File: config.mk
export PLATFORM = sky130hd
export DESIGN_NAME = instr_decode_stage
export DESIGN_NICKNAME = d
export VERILOG_FILES = /design/src/rtl/tinycpu_decode_pkg.sv /design/src/rtl/instr_field_decoder.sv /design/src/rtl/instr_decode_stage.sv
export SDC_FILE = /design/constraint.sdc
export NUM_CORES = 1
export LEC_CHECK = 0
export BUFFER_PORTS_ARGS = -buffer_cell sky130_fd_sc_hd__clkbuf_2
export CORE_MARGIN = 2
export CORE_UTILIZATION = 50
export CTS_BUF_LIST = sky130_fd_sc_hd__clkbuf_4 sky130_fd_sc_hd__clkbuf_8
export DETAILED_ROUTE_END_ITERATION = 7
export GPL_TIMING_DRIVEN = 0
export PLACE_DENSITY = 0.75
export SLEW_MARGIN = 20
export SYNTH_ARGS = -nofsm -noshare
export SYNTH_HDL_FRONTEND = slang
export SYNTH_HIERARCHICAL = 1
export SYNTH_SLANG_ARGS = --single-unit
File: constraint.sdc
create_clock -name clk -period 3.35 [get_ports clk]
set_clock_uncertainty 0.15 [all_clocks]
set_input_delay 0.67 -clock clk [delete_from_list [all_inputs] [get_ports clk]]
set_output_delay 0.67 -clock clk [all_outputs]
set_load 0.02 [all_outputs]
File: src/rtl/tinycpu_decode_pkg.sv
// Shared types for the decode stage: instruction classes, opcodes, FSM states
// and the decoded bundle that travels from the field decoder to the execute port.
package tinycpu_decode_pkg;

    typedef enum logic [2:0] {
        CLS_ALU_R   = 3'd0,
        CLS_ALU_I   = 3'd1,
        CLS_LOAD    = 3'd2,
        CLS_STORE   = 3'd3,
        CLS_BRANCH  = 3'd4,
        CLS_JUMP    = 3'd5,
        CLS_HALT    = 3'd6,
        CLS_ILLEGAL = 3'd7
    } cls_e;

    localparam logic [5:0] OP_LOAD  = 6'h20;
    localparam logic [5:0] OP_STORE = 6'h21;
    localparam logic [5:0] OP_BEQ   = 6'h22;
    localparam logic [5:0] OP_BNE   = 6'h23;
    localparam logic [5:0] OP_JUMP  = 6'h30;
    localparam logic [5:0] OP_HALT  = 6'h3F;

    typedef enum logic {
        IN_WAIT  = 1'b0,
        IN_ACKED = 1'b1
    } in_state_e;

    typedef enum logic [1:0] {
        OUT_IDLE  = 2'd0,
        OUT_VALID = 2'd1,
        OUT_DRAIN = 2'd2
    } out_state_e;

    typedef struct packed {
        cls_e        cls;
        logic [3:0]  alu_op;
        logic [4:0]  rd;
        logic [4:0]  ra;
        logic [4:0]  rb;
        logic [31:0] imm;
    } dec_bundle_t;

    function automatic logic [31:0] sext16(input logic [15:0] v);
        return {{16{v[15]}}, v};
    endfunction

    function automatic logic [31:0] sext26(input logic [25:0] v);
        return {{6{v[25]}}, v};
    endfunction

endpackage

File: src/rtl/instr_field_decoder.sv
// Purely combinational decode of one 32-bit instruction word into class,
// ALU op, register fields and extended immediate.
module instr_field_decoder
    import tinycpu_decode_pkg::*;
(
    input  logic [31:0] instr,
    output dec_bundle_t dec_o
);

    logic [5:0] op;
    assign op = instr[31:26];

    always_comb begin
        dec_o        = '0;
        dec_o.cls    = CLS_ILLEGAL;
        dec_o.rd     = instr[25:21];
        dec_o.ra     = instr[20:16];
        dec_o.rb     = instr[15:11];

        if (op[5:4] == 2'b00) begin
            dec_o.cls    = CLS_ALU_R;
            dec_o.alu_op = op[3:0];
        end else if (op[5:4] == 2'b01) begin
            dec_o.cls    = CLS_ALU_I;
            dec_o.alu_op = op[3:0];
            // Logical immediates (op[3] set) are zero-extended, arithmetic ones sign-extended
            dec_o.imm    = op[3] ? {16'h0000, instr[15:0]} : sext16(instr[15:0]);
        end else begin
            case (op)
                OP_LOAD: begin
                    dec_o.cls = CLS_LOAD;
                    dec_o.imm = sext16(instr[15:0]);
                end
                OP_STORE: begin
                    dec_o.cls = CLS_STORE;
                    dec_o.imm = sext16(instr[15:0]);
                end
                OP_BEQ, OP_BNE: begin
                    dec_o.cls    = CLS_BRANCH;
                    dec_o.alu_op = {3'b000, op[0]};
                    dec_o.imm    = sext16(instr[15:0]);
                end
                OP_JUMP: begin
                    dec_o.cls = CLS_JUMP;
                    dec_o.imm = sext26(instr[25:0]);
                end
                OP_HALT: begin
                    dec_o.cls = CLS_HALT;
                end
                default: begin
                    dec_o.cls = CLS_ILLEGAL;
                end
            endcase
        end
    end

endmodule

File: src/rtl/instr_decode_stage.sv
// Decode stage: one-word hold register fed by the fetch handshake, registered
// decoded bundle presented to execute, with issue sequence and illegal-op counters.
module instr_decode_stage
    import tinycpu_decode_pkg::*;
#(
    parameter int SEQ_WIDTH = 8,
    parameter int CNT_WIDTH = 16
) (
    input  logic                 clk,
    input  logic                 reset,
    input  logic                 fetch_DOR,
    input  logic [31:0]          fetch_data,
    output logic                 ack_to_fetch,
    output logic                 dec_DOR,
    input  logic                 ack_from_exec,
    output logic [2:0]           dec_class,
    output logic [3:0]           dec_alu_op,
    output logic [4:0]           dec_rd,
    output logic [4:0]           dec_ra,
    output logic [4:0]           dec_rb,
    output logic [31:0]          dec_imm,
    output logic [SEQ_WIDTH-1:0] dec_seq,
    output logic [CNT_WIDTH-1:0] illegal_count
);

    in_state_e            in_state_q,  in_state_d;
    out_state_e           out_state_q, out_state_d;
    logic                 ack_q,       ack_d;
    logic [31:0]          hold_q,      hold_d;
    logic                 full_q,      full_d;
    dec_bundle_t          dec_q,       dec_d;
    logic                 dec_dor_q,   dec_dor_d;
    logic [SEQ_WIDTH-1:0] seq_q,       seq_d;
    logic [SEQ_WIDTH-1:0] dec_seq_q,   dec_seq_d;
    logic [CNT_WIDTH-1:0] illegal_q,   illegal_d;
    dec_bundle_t          field_dec;

    instr_field_decoder u_field_decoder (
        .instr (hold_q),
        .dec_o (field_dec)
    );

    always_comb begin
        in_state_d  = in_state_q;
        out_state_d = out_state_q;
        ack_d       = 1'b0;
        hold_d      = hold_q;
        full_d      = full_q;
        dec_d       = dec_q;
        dec_dor_d   = dec_dor_q;
        seq_d       = seq_q;
        dec_seq_d   = dec_seq_q;
        illegal_d   = illegal_q;

        // Capture only looks at the registered full flag, so a transfer that
        // empties the hold register is seen by capture one edge later.
        unique case (in_state_q)
            IN_WAIT: begin
                if (fetch_DOR && !full_q) begin
                    hold_d     = fetch_data;
                    full_d     = 1'b1;
                    ack_d      = 1'b1;
                    in_state_d = IN_ACKED;
                end
            end
            IN_ACKED: begin
                if (!fetch_DOR) begin
                    in_state_d = IN_WAIT;
                end
            end
            default: in_state_d = IN_WAIT;
        endcase

        unique case (out_state_q)
            OUT_IDLE: begin
                if (full_q) begin
                    dec_d       = field_dec;
                    dec_seq_d   = seq_q;
                    seq_d       = seq_q + SEQ_WIDTH'(1);
                    full_d      = 1'b0;
                    dec_dor_d   = 1'b1;
                    out_state_d = OUT_VALID;
                    if (field_dec.cls == CLS_ILLEGAL && illegal_q != '1) begin
                        illegal_d = illegal_q + CNT_WIDTH'(1);
                    end
                end
            end
            OUT_VALID: begin
                if (ack_from_exec) begin
                    dec_dor_d   = 1'b0;
                    out_state_d = OUT_DRAIN;
                end
            end
            OUT_DRAIN: begin
                if (!ack_from_exec) begin
                    out_state_d = OUT_IDLE;
                end
            end
            default: out_state_d = OUT_IDLE;
        endcase
    end

    always_ff @(posedge clk) begin
        if (!reset) begin
            in_state_q  <= IN_WAIT;
            out_state_q <= OUT_IDLE;
            ack_q       <= 1'b0;
            hold_q      <= '0;
            full_q      <= 1'b0;
            dec_q       <= '0;
            dec_dor_q   <= 1'b0;
            seq_q       <= '0;
            dec_seq_q   <= '0;
            illegal_q   <= '0;
        end else begin
            in_state_q  <= in_state_d;
            out_state_q <= out_state_d;
            ack_q       <= ack_d;
            hold_q      <= hold_d;
            full_q      <= full_d;
            dec_q       <= dec_d;
            dec_dor_q   <= dec_dor_d;
            seq_q       <= seq_d;
            dec_seq_q   <= dec_seq_d;
            illegal_q   <= illegal_d;
        end
    end

    assign ack_to_fetch  = ack_q;
    assign dec_DOR       = dec_dor_q;
    assign dec_class     = dec_q.cls;
    assign dec_alu_op    = dec_q.alu_op;
    assign dec_rd        = dec_q.rd;
    assign dec_ra        = dec_q.ra;
    assign dec_rb        = dec_q.rb;
    assign dec_imm       = dec_q.imm;
    assign dec_seq       = dec_seq_q;
    assign illegal_count = illegal_q;

endmodule

==> flow_metrics.env <==
export IMPL_drt_iter0_drc=278
export IMPL_grt_max_degree=17
export IMPL_irDropWorstVdd_mv=0.312
export IMPL_max_freq_mhz=360
export IMPL_p_per_area_nw_per_um2=519
export IMPL_clk_latency_ns=0.44
export IMPL_yosys_area_top_type="dfxtp_1"
export IMPL_netlist_area_sq_um=5170
export IMPL_setup_tns_ns=0
export IMPL_ys_ff_latch=124
export IMPL_postRouteAntennaNets=0
export IMPL_n_antenna_cell=0
export IMPL_slew_limit_headroom_pct=48.9
export IMPL_synthCells=656
export IMPL_drt_wirelength_per_cell_microns=14.0
export IMPL_crit_fanout=9
export IMPL_synth_cell_type_count=44
export IMPL_multi_input_area_sq_um=2300
export IMPL_finalCriticalPeriod_ns=2.78
export IMPL_ys_warn_count=6
export IMPL_cts_made_buffers=17
export IMPL_clk_pin_slew_ns=0.07
export IMPL_hold_violations=0
export IMPL_busiest_layer="met2"
export IMPL_setup_viol=0
export IMPL_critPathLaunchType="register"
export IMPL_ys_top_cells_by_area="dfxtp_1 (48%), nand2_1 (15%), a21oi_1 (12%)"
export IMPL_grt_use_met2_pct=41.8
export IMPL_rows=37
export IMPL_postCtsHoldBufs=0
export IMPL_final_nets=828
export IMPL_io_buffers=115
export IMPL_fillers=938
export IMPL_post_cts_setup_buffer_count=0
export IMPL_critPathKind="register to register"
export IMPL_worstMarginPinSlew_ns=0.760
export IMPL_p_leak_nw=2.40
export IMPL_synth_most_common_cell="nand2_1"
export IMPL_syn_area_per_cell_sq_um=7.88
export IMPL_cts_resized=0
export IMPL_min_period_over_period_pct=82.9
export IMPL_holdWs_ns=0.302
export IMPL_synthTopCellsByCount="nand2_1 (201), dfxtp_1 (124), a21oi_1 (122)"
export IMPL_dieArea_sq_um=11200
export IMPL_grt_overflow=0
export IMPL_grt_pass1_vias=4639
export IMPL_yosys_area_top_type_share_pct=48.0
export IMPL_postSynthNetCount=694
export IMPL_grt_pass1_wl_microns=21700
export IMPL_core_area_sq_um=10200
export IMPL_place_gp_congestion=0.823
export IMPL_vias_per_cell=5.20
export IMPL_cts_root_buf="clkbuf_8"
export IMPL_outcome="finished clean"
export IMPL_grtUsageMet1_pct=29.9
export IMPL_htree_num_levels=4
export IMPL_die_h_microns=106
export IMPL_cts_tree="built"
export IMPL_hold_path_class="register to register"
export IMPL_grt_antenna_before_repair=0
export IMPL_dp_hpwl_microns=9430
export IMPL_ioPinCount=116
export IMPL_synthArstFlopShare_pct=0
export IMPL_regArea_sq_um=2480
export IMPL_maxSlewViolCount=0
export IMPL_crit_required_ns=3.56
export IMPL_areaGrowthSynthToFinish_pct=22.7
export IMPL_cp_arrival_ns=2.99
export IMPL_drt_wl_total_microns=13100
export IMPL_detail_route_first_pass_iterations=5
export IMPL_rsz0062_at_grt="false"
export IMPL_start_util_pct=50.8
export IMPL_maxCapViolations=0
export IMPL_vias=4877
export IMPL_clock_sinks=124
export IMPL_drive_gt1_share_pct=23.1
export IMPL_synthFlopType="dfxtp_1"
export IMPL_synth_edf_count=0
export IMPL_drc=0
export IMPL_yosysSeqAreaShare_pct=48.0
export IMPL_die_x_microns=106
export IMPL_cts_buffer_depth=2
export IMPL_grtUsageTotal_pct=24.7
export IMPL_met3_usage_pct=6.93
export IMPL_end_kind="register"
==> per-stage QoR <==
stage	instances	util [%]	instance area (sq um)	total power [mW]	setup WS [ns]
6_report	938	62.3	6350	3.30	0.574
3_5_place_dp	907	58.1	5920	1.90	0.615
5_1_grt	938	62.3	6350	3.42	0.437
4_1_cts	938	62.3	6350	3.32	0.561
2_1_floorplan	656	-	5170	1.79	0.869
3_3_place_gp	907	58.1	5920	1.89	0.682
==> cell families after synthesis <==
| family | synth area share (%) |
|---|---|
| and+or+nand+nor | 25.9 |
| buffers and inverters | 7.43 |
| adders and majority gates | 0.484 |
| AOI/OAI and AO/OA | 16.4 |
| muxes | 0.605 |
| DFF | 48.0 |
| xor gates and xnor gates | 1.19 |
==> power by group <==
part / internal [mW] / leakage (nW) / total, mW / switching (mW)
clock: 0.809 / 0.208 / 1.42 / 0.613
sequential: 1.52 / 1.00 / 1.55 / 0.0355
combinational: 0.108 / 1.19 / 0.322 / 0.213
total: 2.43 / 2.40 / 3.30 / 0.861
==> final timing paths <==
check	startpoint	to	slack, ns	cells past startpoint
setup reg to reg	hold_q[30]$_SDFFE_PN0P_	illegal_count[9]$_SDFFE_PN0P_	0.57	8
hold / removal	hold_q[0]$_SDFFE_PN0P_	hold_q[0]$_SDFFE_PN0P_	0.30	2
setup / recovery	hold_q[30]$_SDFFE_PN0P_	illegal_count[9]$_SDFFE_PN0P_	0.57	8
hold reg to reg	hold_q[0]$_SDFFE_PN0P_	hold_q[0]$_SDFFE_PN0P_	0.30	2
==> state kept, by name, indices dropped and copies added, names as in the netlist, 5 cells and up <==
signal,flops
dec_seq,8
seq_q,8
dec_rb,5
illegal_count,16
dec_imm,32
dec_ra,5
dec_rd,5
hold_q,32
==> cell usage in the layout (no fill, tap or decap), types with 2 or more instances in the layout <==
cell type   Yosys  layout
nor2b_1        21      21
nor4_1          3       3
nand2b_1        4       4
clkbuf_8        0      17
nand4_1         8       8
a21boi_0        3       3
nor2_1         12      12
mux2i_1         2       2
ha_1            2       2
clkinvlp_4      0       3
or3_1           3       3
o21ai_0         6       6
clkbuf_2        0     115
nand2_1       201     201
o31ai_1        10      10
clkbuf_1       34      34
inv_1           8       8
or3b_1          2       2
bufinv_16       0       4
or4_1          12      12
dfxtp_1       124     124
a31oi_4         2       2
clkinv_4        0       4
buf_1           3       3
buf_4          26      26
a21oi_1       122     122
xnor2_1         4       4
nor3_1          4       4
clkinv_2        0       2
buf_2           4       4
xor2_1          3       3
nand3_1        15      15
==> layer usage <==
layer  up-vias  share of wire (%)
met5         -                  0
met4         0                2.2
met3        27                6.1
met2       151                 49
met1      2252                 42
li1       2447                  -
==> critical path, cell delays in order (launching register included) <==
cell      delay, ns
dfxtp_1        0.33
buf_4          0.17
mux2_2         0.34
a21boi_0       0.28
nand3_1        0.19
or4b_1         0.52
buf_2          0.17
or4_1          0.39
a21oi_1        0.16
==> layout make-up <==
cell class,instances,area share [%]
Multi-Input combinational cell,457,36.3
Tap cell,136,2.68
Clock inverter,14,3.10
Clock buffer,17,3.69
Sequential cell,124,39.1
Buffer,67,5.58
Timing Repair Buffer,115,9.07
Inverter,8,0.473
(Power assumes the default switching activity.)
